[src/rtl/hazard_ctrl_unit_pkg.sv]
// rtl/hazard_ctrl_unit_pkg.sv - shared types and control constants for the hazard controller
//
// Purpose : stall-cause / FSM state encodings, the packed pipeline-control bundle
//           driven by the hazard controller, and the load-use detect helper.
// Ports   : none (package).
package hazard_ctrl_unit_pkg;

  typedef enum logic [1:0] {
    STALL_NONE     = 2'd0,
    STALL_LOAD_USE = 2'd1,
    STALL_MEM      = 2'd2,
    STALL_REDIRECT = 2'd3
  } stall_cause_t;

  typedef enum logic [1:0] {
    HZ_RUN      = 2'd0,
    HZ_MEM_WAIT = 2'd1,
    HZ_ERR      = 2'd2
  } hz_state_t;

  // One cycle's worth of pipeline-register controls.
  typedef struct packed {
    logic         pc_en;
    logic         if_id_en;
    logic         if_id_flush;
    logic         id_ex_en;
    logic         id_ex_flush;
    logic         ex_mem_en;
    logic         mem_wb_bubble;
    stall_cause_t cause;
  } hz_ctrl_t;

  // Pipeline held in reset: nothing moves, nothing is flushed.
  localparam hz_ctrl_t HZ_CTRL_RESET = '{
    pc_en: 1'b0, if_id_en: 1'b0, if_id_flush: 1'b0, id_ex_en: 1'b0,
    id_ex_flush: 1'b0, ex_mem_en: 1'b0, mem_wb_bubble: 1'b0, cause: STALL_NONE};

  // Normal flow.
  localparam hz_ctrl_t HZ_CTRL_NONE = '{
    pc_en: 1'b1, if_id_en: 1'b1, if_id_flush: 1'b0, id_ex_en: 1'b1,
    id_ex_flush: 1'b0, ex_mem_en: 1'b1, mem_wb_bubble: 1'b0, cause: STALL_NONE};

  // Whole pipe frozen behind the data memory; MEM/WB sees a bubble so a
  // stalled access is never written back twice.
  localparam hz_ctrl_t HZ_CTRL_FREEZE = '{
    pc_en: 1'b0, if_id_en: 1'b0, if_id_flush: 1'b0, id_ex_en: 1'b0,
    id_ex_flush: 1'b0, ex_mem_en: 1'b0, mem_wb_bubble: 1'b1, cause: STALL_MEM};

  // Wrong-path instructions in IF/ID and ID/EX are squashed; the pipe keeps moving.
  localparam hz_ctrl_t HZ_CTRL_REDIRECT = '{
    pc_en: 1'b1, if_id_en: 1'b1, if_id_flush: 1'b1, id_ex_en: 1'b1,
    id_ex_flush: 1'b1, ex_mem_en: 1'b1, mem_wb_bubble: 1'b0, cause: STALL_REDIRECT};

  // Hold PC and IF/ID, inject a bubble into EX while the load moves on to MEM.
  // id_ex_en stays high; the flush wins so ID/EX captures a bubble.
  localparam hz_ctrl_t HZ_CTRL_LOAD_USE = '{
    pc_en: 1'b0, if_id_en: 1'b0, if_id_flush: 1'b0, id_ex_en: 1'b1,
    id_ex_flush: 1'b1, ex_mem_en: 1'b1, mem_wb_bubble: 1'b0, cause: STALL_LOAD_USE};

  // True when the ID instruction needs a value the EX load has not produced yet.
  // x0 is hardwired zero, so a load targeting it never creates a dependency.
  function automatic logic load_use_hit(
    input logic       mem_read,
    input logic [4:0] rd_idx,
    input logic       uses_rs1,
    input logic [4:0] rs1_idx,
    input logic       uses_rs2,
    input logic [4:0] rs2_idx
  );
    return mem_read && (rd_idx != 5'd0) &&
           ((uses_rs1 && (rs1_idx == rd_idx)) || (uses_rs2 && (rs2_idx == rd_idx)));
  endfunction

endpackage

[src/rtl/hazard_ctrl_unit_hz_sat_counter.sv]
// rtl/hazard_ctrl_unit_hz_sat_counter.sv - saturating event counter
//
// Purpose : counts cycles in which i_inc is high, sticking at all-ones.
// Ports   : i_clk     clock, rising edge
//           i_reset   asynchronous active-high reset, clears the count
//           i_inc     count this cycle
//           o_count   current count (CNT_W bits)
module hz_sat_counter #(
  parameter int CNT_W = 32
) (
  input  logic             i_clk,
  input  logic             i_reset,
  input  logic             i_inc,
  output logic [CNT_W-1:0] o_count
);

  logic [CNT_W-1:0] r_count;

  always_ff @(posedge i_clk or posedge i_reset) begin
    if (i_reset) begin
      r_count <= '0;
    end else if (i_inc && (r_count != {CNT_W{1'b1}})) begin
      r_count <= r_count + CNT_W'(1);
    end
  end

  assign o_count = r_count;

endmodule

[src/rtl/hazard_ctrl_unit.sv]
// rtl/hazard_ctrl_unit.sv - pipeline hazard controller (load-use, redirect, dmem stall + watchdog)
//
// Purpose : turns hazards into enable/flush commands for the PC, IF/ID, ID/EX,
//           EX/MEM and MEM/WB pipeline registers. All controls are combinational
//           from the FSM state and the current inputs.
// Config  : HAZARD_PERF_CNT_EN - when defined, builds three saturating
//           performance counters; otherwise o_perf_* are tied to zero.
// Ports   : i_clk, i_reset              clock / asynchronous active-high reset
//           i_id_rs1_idx/i_id_rs2_idx   source registers of the ID instruction
//           i_id_uses_rs1/i_id_uses_rs2 ID instruction actually reads that source
//           i_ex_rd_idx, i_ex_mem_read  destination / is-load of the EX instruction
//           i_ex_redirect               EX resolved a taken control transfer
//           i_dmem_req, i_dmem_ack      MEM access pending / completing this cycle
//           o_pc_en .. o_mem_wb_bubble  pipeline-register controls
//           o_stall_cause               stall_cause_t of this cycle
//           o_mem_timeout_err           sticky dmem watchdog error
//           o_perf_load_use/mem_stall/redirect  performance counters
module hazard_ctrl_unit
  import hazard_ctrl_unit_pkg::*;
#(
  parameter int MEM_TIMEOUT = 256,
  parameter int CNT_W       = 32
) (
  input  logic             i_clk,
  input  logic             i_reset,
  input  logic [4:0]       i_id_rs1_idx,
  input  logic [4:0]       i_id_rs2_idx,
  input  logic             i_id_uses_rs1,
  input  logic             i_id_uses_rs2,
  input  logic [4:0]       i_ex_rd_idx,
  input  logic             i_ex_mem_read,
  input  logic             i_ex_redirect,
  input  logic             i_dmem_req,
  input  logic             i_dmem_ack,
  output logic             o_pc_en,
  output logic             o_if_id_en,
  output logic             o_if_id_flush,
  output logic             o_id_ex_en,
  output logic             o_id_ex_flush,
  output logic             o_ex_mem_en,
  output logic             o_mem_wb_bubble,
  output logic [1:0]       o_stall_cause,
  output logic             o_mem_timeout_err,
  output logic [CNT_W-1:0] o_perf_load_use,
  output logic [CNT_W-1:0] o_perf_mem_stall,
  output logic [CNT_W-1:0] o_perf_redirect
);

  localparam int WAIT_W = (MEM_TIMEOUT > 2) ? $clog2(MEM_TIMEOUT) : 1;
  localparam logic [WAIT_W-1:0] WAIT_LAST = WAIT_W'(MEM_TIMEOUT - 1);

  hz_state_t         r_state;
  hz_state_t         w_state_nxt;
  logic [WAIT_W-1:0] r_wait_cnt;
  logic              r_timeout_err;
  logic              w_mem_stall;
  logic              w_load_use;
  hz_ctrl_t          w_ctrl;

  // ERR has already given up on the access, so a still-high request there is
  // not a stall in its own right (it does not count and does not re-arm).
  assign w_mem_stall = i_dmem_req && !i_dmem_ack && (r_state != HZ_ERR);

  assign w_load_use = load_use_hit(i_ex_mem_read, i_ex_rd_idx,
                                   i_id_uses_rs1, i_id_rs1_idx,
                                   i_id_uses_rs2, i_id_rs2_idx);

  // State register, watchdog counter and sticky error.
  always_ff @(posedge i_clk or posedge i_reset) begin
    if (i_reset) begin
      r_state       <= HZ_RUN;
      r_wait_cnt    <= '0;
      r_timeout_err <= 1'b0;
    end else begin
      r_state <= w_state_nxt;
      if (w_mem_stall) begin
        r_wait_cnt <= r_wait_cnt + WAIT_W'(1);
      end else begin
        r_wait_cnt <= '0;
      end
      if ((w_state_nxt == HZ_ERR) && (r_state != HZ_ERR)) begin
        r_timeout_err <= 1'b1;
      end
    end
  end

  // Next-state logic. A request acked in the same RUN cycle never leaves RUN.
  always_comb begin
    w_state_nxt = r_state;
    case (r_state)
      HZ_RUN: begin
        if (w_mem_stall) begin
          w_state_nxt = HZ_MEM_WAIT;
        end
      end
      HZ_MEM_WAIT: begin
        if (!i_dmem_req || i_dmem_ack) begin
          w_state_nxt = HZ_RUN;
        end else if (r_wait_cnt == WAIT_LAST) begin
          // This is the MEM_TIMEOUT-th consecutive stall cycle.
          w_state_nxt = HZ_ERR;
        end
      end
      HZ_ERR: begin
        w_state_nxt = HZ_ERR;
      end
      default: begin
        w_state_nxt = HZ_RUN;
      end
    endcase
  end

  // Output priority: reset > ERR > mem stall > redirect > load-use > none.
  // A redirect or load-use that arrives during a freeze is simply held by the
  // upstream stages and takes effect in the first unfrozen cycle (the ack
  // cycle), so no flush is ever issued while the pipe is frozen.
  always_comb begin
    w_ctrl = HZ_CTRL_NONE;
    if (i_reset) begin
      w_ctrl = HZ_CTRL_RESET;
    end else if ((r_state == HZ_ERR) || w_mem_stall) begin
      w_ctrl = HZ_CTRL_FREEZE;
    end else if (i_ex_redirect) begin
      // Load-use is irrelevant here: the consumer in ID is on the wrong path.
      w_ctrl = HZ_CTRL_REDIRECT;
    end else if (w_load_use) begin
      w_ctrl = HZ_CTRL_LOAD_USE;
    end
  end

  assign o_pc_en           = w_ctrl.pc_en;
  assign o_if_id_en        = w_ctrl.if_id_en;
  assign o_if_id_flush     = w_ctrl.if_id_flush;
  assign o_id_ex_en        = w_ctrl.id_ex_en;
  assign o_id_ex_flush     = w_ctrl.id_ex_flush;
  assign o_ex_mem_en       = w_ctrl.ex_mem_en;
  assign o_mem_wb_bubble   = w_ctrl.mem_wb_bubble;
  assign o_stall_cause     = w_ctrl.cause;
  assign o_mem_timeout_err = r_timeout_err;

`ifdef HAZARD_PERF_CNT_EN
  logic w_inc_load_use;
  logic w_inc_redirect;

  assign w_inc_load_use = !i_reset && (w_ctrl.cause == STALL_LOAD_USE);
  assign w_inc_redirect = !i_reset && (w_ctrl.cause == STALL_REDIRECT);

  hz_sat_counter #(.CNT_W(CNT_W)) u_cnt_load_use (
    .i_clk   (i_clk),
    .i_reset (i_reset),
    .i_inc   (w_inc_load_use),
    .o_count (o_perf_load_use)
  );

  // Only genuine dmem stall cycles count; time parked in ERR does not.
  hz_sat_counter #(.CNT_W(CNT_W)) u_cnt_mem_stall (
    .i_clk   (i_clk),
    .i_reset (i_reset),
    .i_inc   (w_mem_stall),
    .o_count (o_perf_mem_stall)
  );

  hz_sat_counter #(.CNT_W(CNT_W)) u_cnt_redirect (
    .i_clk   (i_clk),
    .i_reset (i_reset),
    .i_inc   (w_inc_redirect),
    .o_count (o_perf_redirect)
  );
`else
  assign o_perf_load_use  = '0;
  assign o_perf_mem_stall = '0;
  assign o_perf_redirect  = '0;
`endif

endmodule

[config.mk]
export PLATFORM = sky130hd
export DESIGN_NAME = hazard_ctrl_unit
export DESIGN_NICKNAME = d
export VERILOG_FILES = /design/src/rtl/hazard_ctrl_unit_pkg.sv /design/src/rtl/hazard_ctrl_unit_hz_sat_counter.sv /design/src/rtl/hazard_ctrl_unit.sv
export SDC_FILE = /design/constraint.sdc
export NUM_CORES = 1
export LEC_CHECK = 0
export ABC_AREA = 1
export CAP_MARGIN = 20
export CORE_ASPECT_RATIO = 0.6
export CORE_MARGIN = 8
export CORE_UTILIZATION = 33
export CTS_BUF_LIST = sky130_fd_sc_hd__clkbuf_4
export CTS_CLUSTER_SIZE = 12
export DETAILED_ROUTE_END_ITERATION = 16
export GPL_ROUTABILITY_DRIVEN = 0
export PLACE_DENSITY = 0.82
export SLEW_MARGIN = 40
export SYNTH_ARGS = -nofsm -noshare
export SYNTH_HDL_FRONTEND = slang
export SYNTH_SLANG_ARGS = --single-unit
[constraint.sdc]
create_clock -name i_clk -period 1.8 [get_ports i_clk]
set_clock_uncertainty 0.1 [all_clocks]
set_input_delay 0.27 -clock i_clk [delete_from_list [all_inputs] [get_ports i_clk]]
set_output_delay 0.27 -clock i_clk [all_outputs]
set_load 0.02 [all_outputs]
# Word-level counts from Yosys, hierarchy flattened
# Index checks and enable logic that the tools add are counted.
dict set report word_totals {
  output_inout_bits 106
  regBits 11
  wordCells 34
  inputBits 23
}
dict set report op_classes {
  n_eq_ne 7
  addsub 1
  n_reduce_logical 14
  muxes 9
}
# operator count
set ops {}
lappend ops {{9-bit 2-to-1 mux} 4}
lappend ops {{5-bit equality test} 2}
lappend ops {{8-bit by 1-bit adder with 8-bit output, second input constant} 1}
lappend ops {{8-bit equality test, second input constant} 1}
lappend ops {{8-bit 2-to-1 mux} 1}
lappend ops {{1-bit logical AND} 7}
lappend ops {{2-bit 2-to-1 mux} 3}
lappend ops {{2-bit one-hot mux with 3 select lines} 1}
lappend ops {{5-bit nonzero test} 1}
lappend ops {{2-bit equality test, second input constant} 2}
lappend ops {{1-bit logical OR} 3}
lappend ops {{2-bit by 1-bit equality test with 1-bit output, second input constant} 1}
lappend ops {{1-bit logical NOT} 2}
lappend ops {{2-bit logical NOT} 1}
lappend ops {{2-bit inequality test, second input constant} 1}

# Logic depth before layout (Yosys ltp)
dict set report logic_depth {
  ltp_word 8
  mapped_depth 10
  ltp_nobuf 9
}

# Worst setup path before layout
# No wires, ideal clock.
dict set report synth_timing {
  path_type {flip-flop to output port}
  start {register r_state[1]}
  end {output o_pc_en}
  n_path_buf 1
  t_required_ns 1.430
  t_arrival_ns 1.380
  path_stages_with_launch 9
  setup_slack_ns 0.050
  cell_sequence {dfrtp_1 inv_2 nor2_2 inv_2 nand2_1 nor2_2 nand2_1 nand2_1 buf_4}
}
dict set report synth_via {
  elab_chain_len 5
  elab_cells_between_ends 6
  classes_between {eq/ne (2); mux (2); reduce/logical (2)}
}
# element line
set synth_lines {}
lappend synth_lines {{from (decl)} hazard_ctrl_unit.sv:52} ;# hz_state_t r_state;
lappend synth_lines {{from (signal assigned)} hazard_ctrl_unit.sv:75} ;# r_state <= w_state_nxt;
lappend synth_lines {{2-bit inequality test} hazard_ctrl_unit.sv:62} ;# assign w_mem_stall = i_dmem_req && !i_dmem_ack && (r_state != HZ_ERR);
lappend synth_lines {{1-bit logical AND} hazard_ctrl_unit.sv:62}
lappend synth_lines {{1-bit logical OR (*)} hazard_ctrl_unit.sv:121} ;# end else if ((r_state == HZ_ERR) || w_mem_stall) begin
lappend synth_lines {{9-bit 2-to-1 mux (*)} hazard_ctrl_unit.sv:121}
lappend synth_lines {{9-bit 2-to-1 mux (*)} hazard_ctrl_unit.sv:119} ;# if (i_reset) begin
lappend synth_lines {{to (decl)} hazard_ctrl_unit.sv:35} ;# output logic o_pc_en,
# Mark *: on every way between the ends. The rest lies on a longest branch, timed or not.

# Final worst setup path
dict set report layout_timing {
  start {register r_state[1]}
  end {output o_stall_cause[0]}
}
dict set report layout_via {
  elab_chain_len 5
  elab_cells_between_ends 6
  classes_between {eq/ne (2); mux (2); reduce/logical (2)}
}
# element line
set layout_lines {}
lappend layout_lines {{2-bit inequality test} hazard_ctrl_unit.sv:62}
lappend layout_lines {{1-bit logical AND} hazard_ctrl_unit.sv:62}
lappend layout_lines {{1-bit logical OR (*)} hazard_ctrl_unit.sv:121}
lappend layout_lines {{9-bit 2-to-1 mux (*)} hazard_ctrl_unit.sv:121}
lappend layout_lines {{9-bit 2-to-1 mux (*)} hazard_ctrl_unit.sv:119}
lappend layout_lines {{to (decl)} hazard_ctrl_unit.sv:42} ;# output logic [1:0] o_stall_cause,
# Marks and branches as above.

==> impl_results.md <==
- CTS H-tree depth: 1
- R2r startpoint: r_wait_cnt[0]$_DFF_PP0_
- Commonest non-fill, non-tap cell in the layout: conb_1
- Crit-path cells: inv_2 -> nor2_2 -> inv_2 -> nand2_2 -> nor2_4 -> nand3_1 -> nand2_2 -> buf_6
- GRT met1 Usage: 0.0870
- Dpl cells: 327
- Synthesis warning total: 0
- Largest net degree at the start of global routing: 12
- CTS tree: built
- Port Buffers: 32
- Fillers: 502
- Worst Min Path Start: i_dmem_ack
- Post-synthesis cell area: 0.00154 sq mm
- FP Rows: 19
- Met2 usage: 0.166
- Vias in the first global route: 1084
- Endpoints failing hold: 0
- Buf+Inv Stages, Crit Path: 3
- Max Root-Sink Buffers: 2
- Critical Path AT: 1360 ps
- Clk_lat worst skew: 270 ps
- Syn_area_per_cell: 6.80 sq um
- Post-DP HPWL: 3.03 mm
- Met3 Use GR: 0.0297
- Max Cap Violations: 0
- Critical path startpoint category: flip-flop
- GR Overflow Total: 0
- Slowest cell on crit path: dfrtp_1
- Critical path capture point type: primary output
- Total Routing Usage GR: 0.0846
- Worst Path Max Fanout: 4
- Most used routing layer: met2
- Final net count: 294
- Synth Instances: 227
- Die area: 0.00719 sq mm
- Initial antenna violation count: 0
- Slew Viols, Final: 0
- Sequential share of the synthesized area: 0.178
- Vias: 1146
- Layout cell share with drive strength beyond 1: 0.178
- Cts bufs inserted: 3
- I/O pins: 129
- Finished Cell Area: 0.00166 sq mm
- Fin crit period: 1730 ps
- Yosys reg bits: 11
- Crit-path max cell delay: 370 ps
- Initial Utilization: 0.340
- Critical path's top delay family: simple AND/OR/NAND/NOR gates
- Final worst-path cycle share: 0.962
- Static leakage: 1.01 nW
- Most frequent cells in the layout: conb_1 (96), nand2_1 (37), inv_1 (19)
- DR iter-0 viols: 53
- Layout overhead on the synthesized area: 7.54%
- Vias per cell: 3.45
- Drt drc: 0
- First-pass GRT wire length: 5.00 mm
- Final Total Pwr: 0.718 mW
- Status: finished, final reports clean
- Unrepaired setup endpoints after global routing: true
- Final ANT Viol Nets: 0
- Root buffer cell: clkbuf_4
- VDD IR-drop max: 0.000139 V
- Dpl cell area: 0.00162 sq mm
- Fmax: 578 MHz
- WP data required: 1430 ps
- PD cells: 433 mW/mm^2
- Total core area: 0.00454 sq mm
- Clock sinks: 11
- 1st-pass router iterations: 6
- Die X: 104 um
- Clock transition at the registers of the reported paths: 70 ps
- WL per Instance: 10.3 um
- Type of the worst setup path: reg -> out
- Routed wire length: 3.42 mm
- Min-delay worst type: in -> reg
- CP startpoint: r_state[1]$_DFF_PP0_
- Die Height: 69.0 um
- Final setup vio count: 0
- Count of cell types in the netlist: 16
- Inserted Diodes: 0
- Finished Layout Cells: 332
## timing repair
action,4_1_cts,5_1_grt
pin swaps,10,10
gates resized for setup,63,10
setup buffers,0,1
endpoints found under the setup margin,9,8
hold endpoints to repair,0,0
hold buffers,0,0
## worst register-to-register path, stage by stage (launching register included)
cell	delay, ps
dfrtp_1	390
ha_1	210
nand3_2	110
nor2_2	120
nand2_1	70
nor2_2	100
nand3_1	70
nand3_1	70
inv_1	40
## registers in the layout, summed over array words and instances (netlist names)
signal,count
r_state,2
r_wait_cnt,8
o_mem_timeout_err,1
## where the power goes
group / internal (mW) / switching [mW]
clock network: 0.101 / 0.0795
logic: 0.0520 / 0.239
registers: 0.247 / 0
total: 0.400 / 0.318
## final cells by class
type	instances	area, sq um	area share
inverter	28	105	0.0633
tap	63	78.8	0.0475
timing repair buffer	42	377	0.227
sequential	11	275	0.166
multi-input combinational	184	793	0.478
clock buffer	4	30.0	0.0181
## stage by stage
stage	TNS, ps	hold WS, ps	setup slack, ps	utilization
finish	0	349	68.8	0.365
global placement	-4190	351	-571	0.357
global route	-127	365	-35.3	0.365
floorplan	0	22.4	50.0	-
detailed placement	-4300	359	-571	0.357
CTS	-14.8	378	-14.8	0.358
## path summary, 6_finish.rpt
path                       cells past startpoint                       endpoint  slack, ps
setup / recovery                               8               o_stall_cause[0]         70
hold / removal                                 5           r_state[0]$_DFF_PP0_        350
setup reg to reg                               8           r_state[0]$_DFF_PP0_        410
hold reg to reg                                2  o_mem_timeout_err$_DFFE_PP0P_        370
max in group asynchronous                      3        r_wait_cnt[1]$_DFF_PP0_        860
min in group asynchronous                      3           r_state[1]$_DFF_PP0_        430
## synthesized netlist by cell type
master	count	area (sq um)
nand2_1	41	154
nand3_2	3	30.0
inv_1	20	75.1
nor3_1	1	5.00
conb_1	1	3.75
nor2_2	6	37.5
nand3_1	5	25.0
nor2_1	16	60.1
dfrtp_1	11	275
o21ai_0	4	20.0
a21oi_1	6	30.0
ha_1	1	12.5
nand4_1	3	18.8
buf_4	99	743
nor2_4	2	22.5
inv_2	8	30.0
## cell families (layout without fill, tap and decap cells)
logic type / count (synthesis) / in the layout / synth area share
other cells: 1 / 96 / 0.00243
compound gates: 10 / 10 / 0.0324
flops: 11 / 11 / 0.178
buf+inv: 127 / 74 / 0.550
simple gates: 77 / 77 / 0.229
fa+ha+maj: 1 / 1 / 0.00811
## per-layer routing
metal	up-vias	wire [um]
met4	0	28
met2	70	1850
li1	571	-
met1	501	1240
met5	-	0
met3	4	296
No activity file was read; power rests on OpenSTA's default activity.
